**src/rtl/shiftreg_loader_if.sv**
```systemverilog
// Bundle between the shift-register sequencer and the loader: load request, parallel words,
// serial chain pins, latch strobes and status. The master is the requester/chain side.
interface shiftreg_loader_if #(
  parameter int SIZESRSTAT = 88,
  parameter int SIZESRDYN  = 16
);
  logic                  START;
  logic                  SEL_STAT;
  logic [SIZESRDYN-1:0]  DYN_WORD;
  logic [SIZESRSTAT-1:0] STAT_WORD;
  logic                  SDIN;
  logic                  SDATA;
  logic                  SCLK;
  logic                  DYNLATCH;
  logic                  STATLATCH;
  logic                  BUSY;
  logic                  DONE;
  logic [SIZESRSTAT-1:0] RB_DATA;

  modport master (
    output START, SEL_STAT, DYN_WORD, STAT_WORD, SDIN,
    input  SDATA, SCLK, DYNLATCH, STATLATCH, BUSY, DONE, RB_DATA
  );

  modport slave (
    input  START, SEL_STAT, DYN_WORD, STAT_WORD, SDIN,
    output SDATA, SCLK, DYNLATCH, STATLATCH, BUSY, DONE, RB_DATA
  );
endinterface

```
**src/rtl/shiftreg_loader.sv**
```systemverilog
// Serializes a captured dynamic/static word MSB-first into the external chain, then strobes its latch.
// Optional chain readback through SDIN is built only when SHIFTREG_READBACK_EN is defined.
module shiftreg_loader #(
  parameter int SIZESRSTAT = 88,
  parameter int SIZESRDYN  = 16,
  parameter int CLKDIV     = 2
) (
  input  logic            CLK,
  input  logic            RST,
  shiftreg_loader_if.slave bus
);

  localparam int DIV_W = $clog2(2 * CLKDIV + 1);
  localparam int BIT_W = $clog2(SIZESRSTAT + 1);
  localparam logic [DIV_W-1:0] DIV_ONE      = DIV_W'(1);
  localparam logic [DIV_W-1:0] DIV_HALF     = DIV_W'(CLKDIV);
  localparam logic [DIV_W-1:0] DIV_LOW_LAST = DIV_W'(CLKDIV - 1);
  localparam logic [DIV_W-1:0] DIV_LAST     = DIV_W'(2 * CLKDIV - 1);
  localparam logic [BIT_W-1:0] BIT_ONE      = BIT_W'(1);
  localparam logic [BIT_W-1:0] BIT_STAT_TOP = BIT_W'(SIZESRSTAT - 1);
  localparam logic [BIT_W-1:0] BIT_DYN_TOP  = BIT_W'(SIZESRDYN - 1);

  typedef enum logic [1:0] {IDLE, SHIFT, LATCH, FIN} state_t;

  state_t                state_q, state_d;
  logic [DIV_W-1:0]      div_q, div_d;
  logic [BIT_W-1:0]      bit_q, bit_d;
  logic                  sel_q, sel_d;
  logic [SIZESRSTAT-1:0] sh_q, sh_d;
  logic                  sdata_q, sdata_d;
  logic                  sclk_q, sclk_d;
  logic                  dynl_q, dynl_d;
  logic                  statl_q, statl_d;
  logic                  busy_q, busy_d;
  logic                  done_q, done_d;

  // The dynamic word is parked in the top of the shadow so the outgoing bit is always the MSB.
  always_comb begin
    state_d = state_q;
    div_d   = div_q;
    bit_d   = bit_q;
    sel_d   = sel_q;
    sh_d    = sh_q;
    case (state_q)
      IDLE: begin
        if (bus.START) begin
          state_d = SHIFT;
          div_d   = '0;
          sel_d   = bus.SEL_STAT;
          if (bus.SEL_STAT) begin
            bit_d = BIT_STAT_TOP;
            sh_d  = bus.STAT_WORD;
          end else begin
            bit_d = BIT_DYN_TOP;
            sh_d  = '0;
            sh_d[SIZESRSTAT-1 -: SIZESRDYN] = bus.DYN_WORD;
          end
        end
      end
      SHIFT: begin
        if (div_q == DIV_LAST) begin
          div_d = '0;
          sh_d  = {sh_q[SIZESRSTAT-2:0], 1'b0};
          if (bit_q == '0) begin
            state_d = LATCH;
          end else begin
            bit_d = bit_q - BIT_ONE;
          end
        end else begin
          div_d = div_q + DIV_ONE;
        end
      end
      LATCH: begin
        if (div_q == DIV_LOW_LAST) begin
          div_d   = '0;
          state_d = FIN;
        end else begin
          div_d = div_q + DIV_ONE;
        end
      end
      FIN:     state_d = IDLE;
      default: state_d = IDLE;
    endcase

    // Outputs are registered from next state so the chain pins never glitch.
    sclk_d  = (state_d == SHIFT) && (div_d >= DIV_HALF);
    sdata_d = (state_d == SHIFT) && sh_d[SIZESRSTAT-1];
    dynl_d  = (state_d == LATCH) && !sel_d;
    statl_d = (state_d == LATCH) && sel_d;
    busy_d  = (state_d == SHIFT) || (state_d == LATCH);
    done_d  = (state_d == FIN);
  end

  always_ff @(posedge CLK) begin
    if (RST) begin
      state_q <= IDLE;
      div_q   <= '0;
      bit_q   <= '0;
      sel_q   <= 1'b0;
      sh_q    <= '0;
      sdata_q <= 1'b0;
      sclk_q  <= 1'b0;
      dynl_q  <= 1'b0;
      statl_q <= 1'b0;
      busy_q  <= 1'b0;
      done_q  <= 1'b0;
    end else begin
      state_q <= state_d;
      div_q   <= div_d;
      bit_q   <= bit_d;
      sel_q   <= sel_d;
      sh_q    <= sh_d;
      sdata_q <= sdata_d;
      sclk_q  <= sclk_d;
      dynl_q  <= dynl_d;
      statl_q <= statl_d;
      busy_q  <= busy_d;
      done_q  <= done_d;
    end
  end

  assign bus.SDATA     = sdata_q;
  assign bus.SCLK      = sclk_q;
  assign bus.DYNLATCH  = dynl_q;
  assign bus.STATLATCH = statl_q;
  assign bus.BUSY      = busy_q;
  assign bus.DONE      = done_q;

`ifdef SHIFTREG_READBACK_EN
  logic [SIZESRSTAT-1:0] cap_q, cap_d;
  logic [SIZESRSTAT-1:0] rb_q, rb_d;

  // SDIN is taken just before SCLK rises; cleared capture leaves unused upper bits zero.
  always_comb begin
    cap_d = cap_q;
    rb_d  = rb_q;
    if (state_q == IDLE && bus.START) begin
      cap_d = '0;
    end else if (state_q == SHIFT && div_q == DIV_LOW_LAST) begin
      cap_d = {cap_q[SIZESRSTAT-2:0], bus.SDIN};
    end
    if (state_q == LATCH && state_d == FIN) begin
      rb_d = cap_q;
    end
  end

  always_ff @(posedge CLK) begin
    if (RST) begin
      cap_q <= '0;
      rb_q  <= '0;
    end else begin
      cap_q <= cap_d;
      rb_q  <= rb_d;
    end
  end

  assign bus.RB_DATA = rb_q;
`else
  assign bus.RB_DATA = '0;
`endif

endmodule
```
**src/flat_wrapper.sv**
```systemverilog
// flat-port wrapper written by rule: the top's interface ports become plain ports
module shiftreg_loader_flat 
#(
  parameter int SIZESRSTAT = 88,
  parameter int SIZESRDYN  = 16,
  parameter int CLKDIV     = 2
)
  (CLK, RST, bus_START, bus_SEL_STAT, bus_DYN_WORD, bus_STAT_WORD, bus_SDIN, bus_SDATA, bus_SCLK, bus_DYNLATCH, bus_STATLATCH, bus_BUSY, bus_DONE, bus_RB_DATA);
  shiftreg_loader_if #(.SIZESRSTAT(SIZESRSTAT), .SIZESRDYN(SIZESRDYN)) bus_i ();
  input  logic CLK;
  input  logic RST;
  input wire logic [$bits(bus_i.START)-1:0] bus_START;
  input wire logic [$bits(bus_i.SEL_STAT)-1:0] bus_SEL_STAT;
  input wire logic [$bits(bus_i.DYN_WORD)-1:0] bus_DYN_WORD;
  input wire logic [$bits(bus_i.STAT_WORD)-1:0] bus_STAT_WORD;
  input wire logic [$bits(bus_i.SDIN)-1:0] bus_SDIN;
  output wire logic [$bits(bus_i.SDATA)-1:0] bus_SDATA;
  output wire logic [$bits(bus_i.SCLK)-1:0] bus_SCLK;
  output wire logic [$bits(bus_i.DYNLATCH)-1:0] bus_DYNLATCH;
  output wire logic [$bits(bus_i.STATLATCH)-1:0] bus_STATLATCH;
  output wire logic [$bits(bus_i.BUSY)-1:0] bus_BUSY;
  output wire logic [$bits(bus_i.DONE)-1:0] bus_DONE;
  output wire logic [$bits(bus_i.RB_DATA)-1:0] bus_RB_DATA;
  assign bus_i.START = bus_START;
  assign bus_i.SEL_STAT = bus_SEL_STAT;
  assign bus_i.DYN_WORD = bus_DYN_WORD;
  assign bus_i.STAT_WORD = bus_STAT_WORD;
  assign bus_i.SDIN = bus_SDIN;
  assign bus_SDATA = bus_i.SDATA;
  assign bus_SCLK = bus_i.SCLK;
  assign bus_DYNLATCH = bus_i.DYNLATCH;
  assign bus_STATLATCH = bus_i.STATLATCH;
  assign bus_BUSY = bus_i.BUSY;
  assign bus_DONE = bus_i.DONE;
  assign bus_RB_DATA = bus_i.RB_DATA;
  shiftreg_loader #(.SIZESRSTAT(SIZESRSTAT), .SIZESRDYN(SIZESRDYN), .CLKDIV(CLKDIV)) u_core (.CLK(CLK), .RST(RST), .bus(bus_i));
endmodule
```
**config.mk**
```make
export PLATFORM = sky130hd
export DESIGN_NAME = shiftreg_loader_flat
export DESIGN_NICKNAME = d
export VERILOG_FILES = /design/src/rtl/shiftreg_loader_if.sv /design/src/rtl/shiftreg_loader.sv /design/src/flat_wrapper.sv
export SDC_FILE = /design/constraint.sdc
export NUM_CORES = 1
export LEC_CHECK = 0
export BUFFER_PORTS_ARGS = -buffer_cell sky130_fd_sc_hd__buf_4
export CORE_ASPECT_RATIO = 1.5
export CORE_UTILIZATION = 40
export DETAILED_ROUTE_END_ITERATION = 8
export PLACE_DENSITY = 0.65
export SLEW_MARGIN = 5
export SYNTH_ARGS = -nofsm -noshare
export SYNTH_HDL_FRONTEND = slang
export SYNTH_SLANG_ARGS = --single-unit
```
**constraint.sdc**
```tcl
create_clock -name CLK -period 2.24 [get_ports CLK]
set_input_delay 0.224 -clock CLK [delete_from_list [all_inputs] [get_ports CLK]]
set_output_delay 0.224 -clock CLK [all_outputs]
set_load 0.02 [all_outputs]
```
==> results of run 1 <==
## critical path, cell delays in order, from the launching register on
cell	delay, ns
sky130_fd_sc_hd__dfxtp_1	0.34
sky130_fd_sc_hd__inv_1	0.07
sky130_fd_sc_hd__ha_1	0.19
sky130_fd_sc_hd__nor3b_2	0.42
sky130_fd_sc_hd__nand2_1	0.21
sky130_fd_sc_hd__o21ai_1	0.30
sky130_fd_sc_hd__inv_1	0.10
sky130_fd_sc_hd__ha_1	0.22
sky130_fd_sc_hd__and2_1	0.14
## through the flow
| stage | total power (W) | hold slack, ns | util, % | std cells |
|---|---|---|---|---|
| floorplan | 0.002657 | 0.3723 | - | 629 |
| global placement | 0.002758 | 0.4604 | 45.46 | 777 |
| detailed placement | 0.002778 | 0.4690 | 45.46 | 777 |
| CTS | 0.004275 | 0.1071 | 47.70 | 793 |
| global route | 0.004432 | 0.1144 | 47.70 | 793 |
| finish | 0.004216 | 0.1198 | 47.70 | 793 |
## final cells by class
cell class                 instances  area share (%)
tap                              156           3.287
inverter                           8          0.5057
sequential                       107           36.07
clock buffer                      10           4.024
clock inverter                     6          0.6743
multi-input combinational        381           39.21
timing repair buffer             125           16.22
## state kept, by name, indices dropped and copies added (netlist names), 2 cells and up, named ones only
register and flops:
u_core.state_q 2, u_core.div_q 2, u_core.sh_q 88, u_core.bit_q 7
## path summary, 6_finish.rpt
check / slack, ns / to
setup / recovery: 0.16 / u_core.bus.SDATA
hold / removal: 0.12 / u_core.sh_q[28]
setup reg to reg: 0.16 / u_core.bus.SDATA
hold reg to reg: 0.50 / u_core.sh_q[84]
## cell usage after synthesis, types with 2 or more instances
master                        n
sky130_fd_sc_hd__buf_2       13
sky130_fd_sc_hd__or3_1        2
sky130_fd_sc_hd__a21oi_1     10
sky130_fd_sc_hd__a221oi_1    15
sky130_fd_sc_hd__inv_1        8
sky130_fd_sc_hd__a41oi_1      2
sky130_fd_sc_hd__nor2_1     111
sky130_fd_sc_hd__nor2b_1      6
sky130_fd_sc_hd__buf_4       98
sky130_fd_sc_hd__a22oi_1      2
sky130_fd_sc_hd__and2_1       4
sky130_fd_sc_hd__buf_6        3
sky130_fd_sc_hd__a222oi_1    71
sky130_fd_sc_hd__ha_1         8
sky130_fd_sc_hd__o21ai_0      6
sky130_fd_sc_hd__dfxtp_1    107
sky130_fd_sc_hd__nand2b_1     3
sky130_fd_sc_hd__mux2i_1     16
sky130_fd_sc_hd__a2bb2oi_1    2
sky130_fd_sc_hd__nand2_1      8
sky130_fd_sc_hd__nor3_1       6
sky130_fd_sc_hd__clkbuf_1    18
sky130_fd_sc_hd__nand3_1      2
## power groups by stage
stage | Combinational (W) | Sequential, W | Clock [W]
after floorplan | 0.000576 | 0.00208 | 0
after global placement | 0.000662 | 0.00210 | 0
after detailed placement | 0.000678 | 0.00210 | 0
after CTS | 0.000681 | 0.00206 | 0.00154
after global routing | 0.000752 | 0.00207 | 0.00161
final | 0.000681 | 0.00206 | 0.00148
## routing by layer
layer,track usage [%],vias to the layer above
met5,0,-
met3,3.746,25
met4,8.178,0
met1,19.91,2033
li1,-,2017
met2,29.35,194
## kinds of logic (layout without fill, tap and decap cells)
| family | Yosys count | count (layout) | synth area share, % |
|---|---|---|---|
| AO/OA/AOI/OAI | 117 | 117 | 20.56 |
| adder cells (fa/ha/maj) | 8 | 8 | 1.972 |
| buffers and inverters | 141 | 149 | 18.44 |
| flip-flops | 107 | 107 | 42.21 |
| multiplexers | 17 | 17 | 3.378 |
| other | 1 | 88 | 0.07389 |
| AND/OR/NAND/NOR | 151 | 151 | 13.36 |
==> summary by stage, run 1 <==
Status
The flow ran to the end, and the final reports show no timing, DRC or antenna violations.

Global routing
The number of global-route vias before repair came to 3999. The largest net degree at the start of global routing is 75. The first-pass GRT wire length is 18100 µm. The overflow left after global routing is 0.

The global-route usage over all layers is 17.12%. The initial antenna violation count was 0.

Power
In this run switching power makes up about 27% of total power. The leakage power summed over all cells is 2.598 nW. The internal portion of total power is approximately 0.0031 W.

The maximum resistive drop on vdd is 0.4613 mV. The clock network accounts for 35.0% of the total power. The sequential share of power is 48.8%.

The relative contribution of combinational cells to total power is about 16%. The power density of the placed cells is 710.0 mW/mm². The switching power is 0.001154 W.

Critical path
The required time of the critical path is 2.48 ns. Measured in cells, the most critical reg-to-reg path has a length of 8. The endpoint class of the critical path is a flip-flop. The startpoint identified for the worst register-to-register timing path is u_core.bit_q[0]. The most critical setup path has its startpoint at u_core.bit_q[0]. Along the worst path, the maximum fanout reaches 7. The worst setup path is of the flip-flop to flip-flop kind. The worst setup path is launched from a flip-flop.

For the worst setup path, the data arrival time is 2.32 ns.

Synth
The count of mapped cells out of synthesis is 542. Counting flops and latches in the post-synthesis netlist gives 107. The number of unique standard cell types used by synthesis is 44. The synthesized netlist occupies a cell area of 0.005075 mm². Ranked by total cell area, the synthesized netlist is headed by sky130_fd_sc_hd__dfxtp_1, sky130_fd_sc_hd__buf_4, sky130_fd_sc_hd__a222oi_1. The sequential-to-total area share from yosys stat is 42.21%. The proportion of netlist area held by the largest area contributor is about 42%. The synthesized design contains 0 enable-type register cells. The share of flip-flops with an asynchronous set or reset after synthesis is 0%. The biggest area contributor in the post-synthesis netlist is sky130_fd_sc_hd__dfxtp_1.

The average footprint of a synthesized cell is 9.363 µm². The primary flip-flop cell chosen by synthesis mapping is sky130_fd_sc_hd__dfxtp_1. For this run, the number of Yosys warnings is 0.

CTS
The cell chosen for the clock root is sky130_fd_sc_hd__clkbuf_16. The number of setup buffers added after CTS is 0. The post-cts gate resize count is 0.

The number of clock sinks is 107. Buffers inserted to repair hold after CTS numbered 0. Clock latency on the worst-skew pair, taken at its later pin, is 0.34 ns.

Buffers inserted during clock tree synthesis total 9. The H-tree was split into 3 levels. The clock-pin slew reported for the worst setup and hold paths after clock tree synthesis is roughly 0.07 ns.

The clock tree from TritonCTS is done. The clock tree buffer depth is 2.

STA
Setup violations remaining at the end of the flow were counted as 0. The worst slew margin relative to its limit is 58.35%. Across the routed clock network, the largest skew measured is 0.008134 ns. The minimum period implied by the final worst setup slack is about 2.1 ns.

Setup repair after global routing left no endpoint under its margin. Adding up every negative setup slack in the final design gives 0 ns. The peak clock frequency supported by timing is 0.4797 GHz. The final count of pins violating max slew is 0. The final number of hold-violating endpoints is 0. The share of the clock period used by the worst path after layout is 93.07%.

Setup slack closes at about 0.16 ns. At the pin with the least slew margin, the transition time is around 0.62 ns.

Place
Detailed placement ended at an HPWL of between 7000 and 8000 µm. Timing analysis after detailed placement gives a worst setup slack of 0.2192 ns. The routability congestion estimate is 0.7792. The number of buffers added on ports is 113.

Summing all placed instances gives a cell area of 0.005659 mm².

Route
In this run the top signal layer used is met4. The count of nets left with antenna violations after detail routing is 0. Summed over all nets, wire length on met3 after detailed routing comes to 774 µm.

In the routed design, unresolved DRC markers number 0. Wires add up to between 10000 and 15000 µm. After detailed routing, the number of vias per cell comes to 5.383. For this block, wires on met1 add up to 4351 µm. The sum of met2 wire segment lengths after detailed routing is 5913 µm. The post-detailed-route wirelength per cell is 14.27 µm. The detailed router's first-iteration violation count is 349.

Across all layers, the routed design uses 4269 vias. The number of iterations in the first detailed-routing pass is 9.

Floorplanning
The die width is 93.97 µm. The floorplan has 50 rows. The initial core utilization is approximately two fifths. Pin placement for this block handled 203 I/O pins. The die covers 0.01315 mm². The core region is 0.01245 mm². The floorplan step set the die height to between 100 and 150 µm.

Finish
The final design area excluding fillers is 0.005938 mm². Fill cells in the final layout number 1202. After the last flow step, the layout net total stands at 749. Compared with the post-synthesis result, the final layout area differs by 17.01%.

In the layout the commonest cells are sky130_fd_sc_hd__buf_4, sky130_fd_sc_hd__nor2_1, sky130_fd_sc_hd__dfxtp_1. The number of antenna diodes in the final layout is 0. In the final layout, the share of cells above drive strength 1 is 23.23%. Summing all multi-input logic gate instances after layout gives around 0.0023 mm². The library cell used most frequently in the layout, excluding fill and tap cells, is sky130_fd_sc_hd__buf_4. Registers take 0.002142 mm².

Run
Across the run, the number of max-cap violations was 0.

Min path
Counting instances, the worst hold path has a depth of 3. The path class of the tightest hold or removal check is input port to flip-flop. The worst hold path begins at bus_STAT_WORD[28].
Note: power is estimated with default switching activity, not from simulation.
==> run 2, diff against run 1 <==
--- a/config.mk
+++ b/config.mk
@@ -9,7 +9,7 @@
 export CORE_ASPECT_RATIO = 1.5
 export CORE_UTILIZATION = 40
 export DETAILED_ROUTE_END_ITERATION = 8
-export PLACE_DENSITY = 0.65
+export PLACE_DENSITY = 0.68
 export SLEW_MARGIN = 5
 export SYNTH_ARGS = -nofsm -noshare
 export SYNTH_HDL_FRONTEND = slang
==> constraint.sdc (replaced) <==
create_clock -name CLK -period 1.7 [get_ports CLK]
set_input_delay 0.17 -clock CLK [delete_from_list [all_inputs] [get_ports CLK]]
set_output_delay 0.17 -clock CLK [all_outputs]
set_load 0.02 [all_outputs]
==> run 2 against run 1 <==
  * Register-to-register slack got worse by 0.10 ns
  * Via count increased by 1.7%
  * Clock power increased by 45%
  * Fmax increased by 26%
  * Clock-buffer cell count decreased by 1
  * Worst setup slack got worse by 0.10 ns
  * Non-clock buffer count increased by 19
  * Combinational power increased by 50%
  * Power increased by 40%
  * Routed wire length increased by 4.0%
  * Critical endpoint is now u_core.bit_q[0]
  * Largest cell class unchanged
  * Highest routed layer unchanged
==> summary by stage, run 2 (synthesis results as in run 1) <==
Route
After detailed routing, the number of remaining DRC violations is 0. Dividing the detail-routed via count by the number of cells gives 5.345. The post-detailed-route wirelength per cell is about 14 µm. The first detailed-routing pass ran for 8 iterations. The detailed router's first-iteration violation count is between 400 and 500. The total detailed-routing wirelength is approximately 12000 µm. In this run the remaining antenna-violating nets after routing total 0. The routed layout has 4340 vias.

Critical path
The worst setup path is of the flip-flop to flip-flop kind. The launching element type of the critical path is a flip-flop. For flop-to-flop paths, the worst setup slack is a little over 0.05 ns. The slowest library cell on the worst path is sky130_fd_sc_hd__dfxtp_2. For the worst setup path, the data required time is between 1.5 and 2 ns.

The signal on the critical path passes through inv_2, ha_4, nor3b_4, buf_4, a32oi_1, o21ai_0, a41oi_1. On the worst path, the slowest cell contributes a delay of 0.34 ns. The endpoint class of the critical path is a flip-flop. The category of cells accounting for the largest share of critical-path delay is compound AO/OA/AOI/OAI gates. The arrival time of the worst setup path is 1.90 ns. In this run the worst path has a maximum fanout of 5. The buffering stage count on the worst path with inverters included is 2.

STA
Counting I/O delays and the setup requirement, the final critical path takes about 1.6 ns. Setup repair after global routing could not meet its margin everywhere. For the final database, setup skew stands at 0.004503 ns. The final setup violation count is 0. The final number of hold-violating endpoints is 0. The final count of pins violating max slew came to 0. After routing, the total negative slack on setup checks comes to 0 ns. Timing would allow up to 0.6068 GHz. After layout, the worst path uses a little over nine tenths of the clock period.

Status
The run finished with clean final reports.

Global routing
The first-pass GRT wire length is 18370 µm. The global-route usage over all layers is 17.35%. Entering global routing, the biggest net connects between 70 and 80 pins. The number of global-route vias before repair was a little over 4k.

Summed over all layers, the global routing overflow is 0. The initial antenna violation count came to 0.

Finish
The area added between synthesis and finish is 23.25%. The largest registers in the layout are u_core.sh_q (88), u_core.bit_q (7). The number of flip-flops under the largest register name is 88.

After the last flow step, the layout net total stands at roughly 770. Leaving out fill and tap cells, the most frequent cell in the layout is sky130_fd_sc_hd__buf_4. The largest register by flop count is u_core.sh_q.

In the layout the commonest cells are sky130_fd_sc_hd__buf_4, sky130_fd_sc_hd__nor2_1, sky130_fd_sc_hd__dfxtp_1. The number of antenna diodes is 0. The fraction of final layout cells with drive strength greater than 1 is between 20 and 30%. The fill cell total of the finished layout is between 1k and 1.5k. The final core utilization is 50.24%.

Place
The routability congestion estimate is 0.7946. The number of buffers added on ports is 113. Once detailed placement completed, the half-perimeter wirelength came to 7764 µm.

Floorplanning
The total I/O pin count is 203. The height of the chip is 140.0 µm. Row generation in the floorplan step produced 50 rows.

The initial core utilization is about two fifths. The floorplan step defined a core boundary enclosing 0.01245 mm². The floorplan step set the die width to 93.97 µm. The area of the die is roughly 0.013 mm².

CTS
The cell chosen for the clock root is sky130_fd_sc_hd__clkbuf_16. The clock net in this run drives a total of roughly 110 sinks. TritonCTS built the clock tree. The clock-pin slew reported for the worst setup and hold paths after clock tree synthesis is 0.07 ns. TritonCTS created 9 clock buffers. Hold repair after CTS inserted 0 buffers. The source-to-sink clock delay at the later pin of the worst-skew pair is 0.35 ns. In this run the deepest clock path goes through 2 buffers.

The H-tree was split into 3 levels.

Min path
The path class of the lowest-slack min-delay path is input port to flip-flop.

Run
The max-cap check violation count is 0.

Power
Summed over all cells, the static leakage comes to roughly 2.7 nW. The maximum resistive drop on vdd is 0.5423 mV. The power density of the placed cells is 940.5 mW/mm².
==> run 2: cell count changes in the layout (fill, tap and decap cells not counted), moves of 3 or more <==
cell | previous run | this run
sky130_fd_sc_hd__dfxtp_2 | 0 | 4
sky130_fd_sc_hd__dfxtp_1 | 107 | 101
sky130_fd_sc_hd__buf_4 | 123 | 135
sky130_fd_sc_hd__inv_2 | 0 | 4
sky130_fd_sc_hd__clkinv_2 | 3 | 0
sky130_fd_sc_hd__ha_4 | 0 | 3
sky130_fd_sc_hd__inv_1 | 8 | 4
sky130_fd_sc_hd__buf_6 | 0 | 4
sky130_fd_sc_hd__ha_1 | 8 | 4
==> run 2: per-stage QoR <==
stage | setup WS (ns) | instances | total power (W) | area [µm²] | hold WS (ns)
final | 0.05199 | 812 | 0.005883 | 6255 | 0.05642
after global routing | -0.01896 | 812 | 0.006144 | 6255 | 0.05285
after CTS | 0.005420 | 807 | 0.005894 | 6156 | 0.04607
after detailed placement | -0.07937 | 790 | 0.003706 | 5782 | 0.4147
after global placement | -0.06014 | 790 | 0.003678 | 5782 | 0.4059
after floorplan | 0.01478 | 629 | 0.003501 | 5401 | 0.3183
==> run 2: per-layer routing <==
layer  up-vias  global-route usage (%)  wire length, µm
li1       2060                       -                -
met1      2086                   18.96             4449
met2       177                   31.23             6354
met3        17                   4.126              719
met4         0                   7.530              246
met5         -                       0                0
==> run 2: final timing paths <==
kind / startpoint / depth (start not counted) / endpoint
setup / recovery: u_core.bit_q[0] / 7 / u_core.bit_q[0]
hold / removal: bus_STAT_WORD[26] / 3 / u_core.sh_q[26]
setup reg to reg: u_core.bit_q[0] / 7 / u_core.bit_q[0]
hold reg to reg: u_core.bit_q[6] / 2 / u_core.bit_q[6]
==> run 2: area by class of cell <==
cell class | instances | area [µm²] | area share (%)
Tap cell | 156 | 195.2 | 3.121
Sequential cell | 107 | 2155 | 34.45
Timing Repair Buffer | 144 | 1164 | 18.60
Clock inverter | 7 | 86.33 | 1.380
Inverter | 8 | 30.03 | 0.4801
Multi-Input combinational cell | 381 | 2400 | 38.37
Clock buffer | 9 | 225.2 | 3.601
==> run 2: worst register-to-register path, cell delays in order (launching register included) <==
cell,delay (ns)
sky130_fd_sc_hd__dfxtp_2,0.34
sky130_fd_sc_hd__inv_2,0.04
sky130_fd_sc_hd__ha_4,0.15
sky130_fd_sc_hd__nor3b_4,0.15
sky130_fd_sc_hd__buf_4,0.16
sky130_fd_sc_hd__a32oi_1,0.33
sky130_fd_sc_hd__o21ai_0,0.17
sky130_fd_sc_hd__a41oi_1,0.22
==> run 2: what timing repair did <==
| action | in CTS | in global routing |
|---|---|---|
| setup buffers | 0 | 3 |
| resized for setup | 10 | 20 |
| gates cloned | 1 | 2 |
| pin swaps | 1 | 8 |
| setup endpoints to repair | 77 | 59 |
==> run 2: where the power goes <==
group,total (W),internal [W],switching (W)
sequential,0.00271,0.00263,0.0000813
clock,0.00215,0.00117,0.000980
combinational,0.00102,0.000457,0.000564
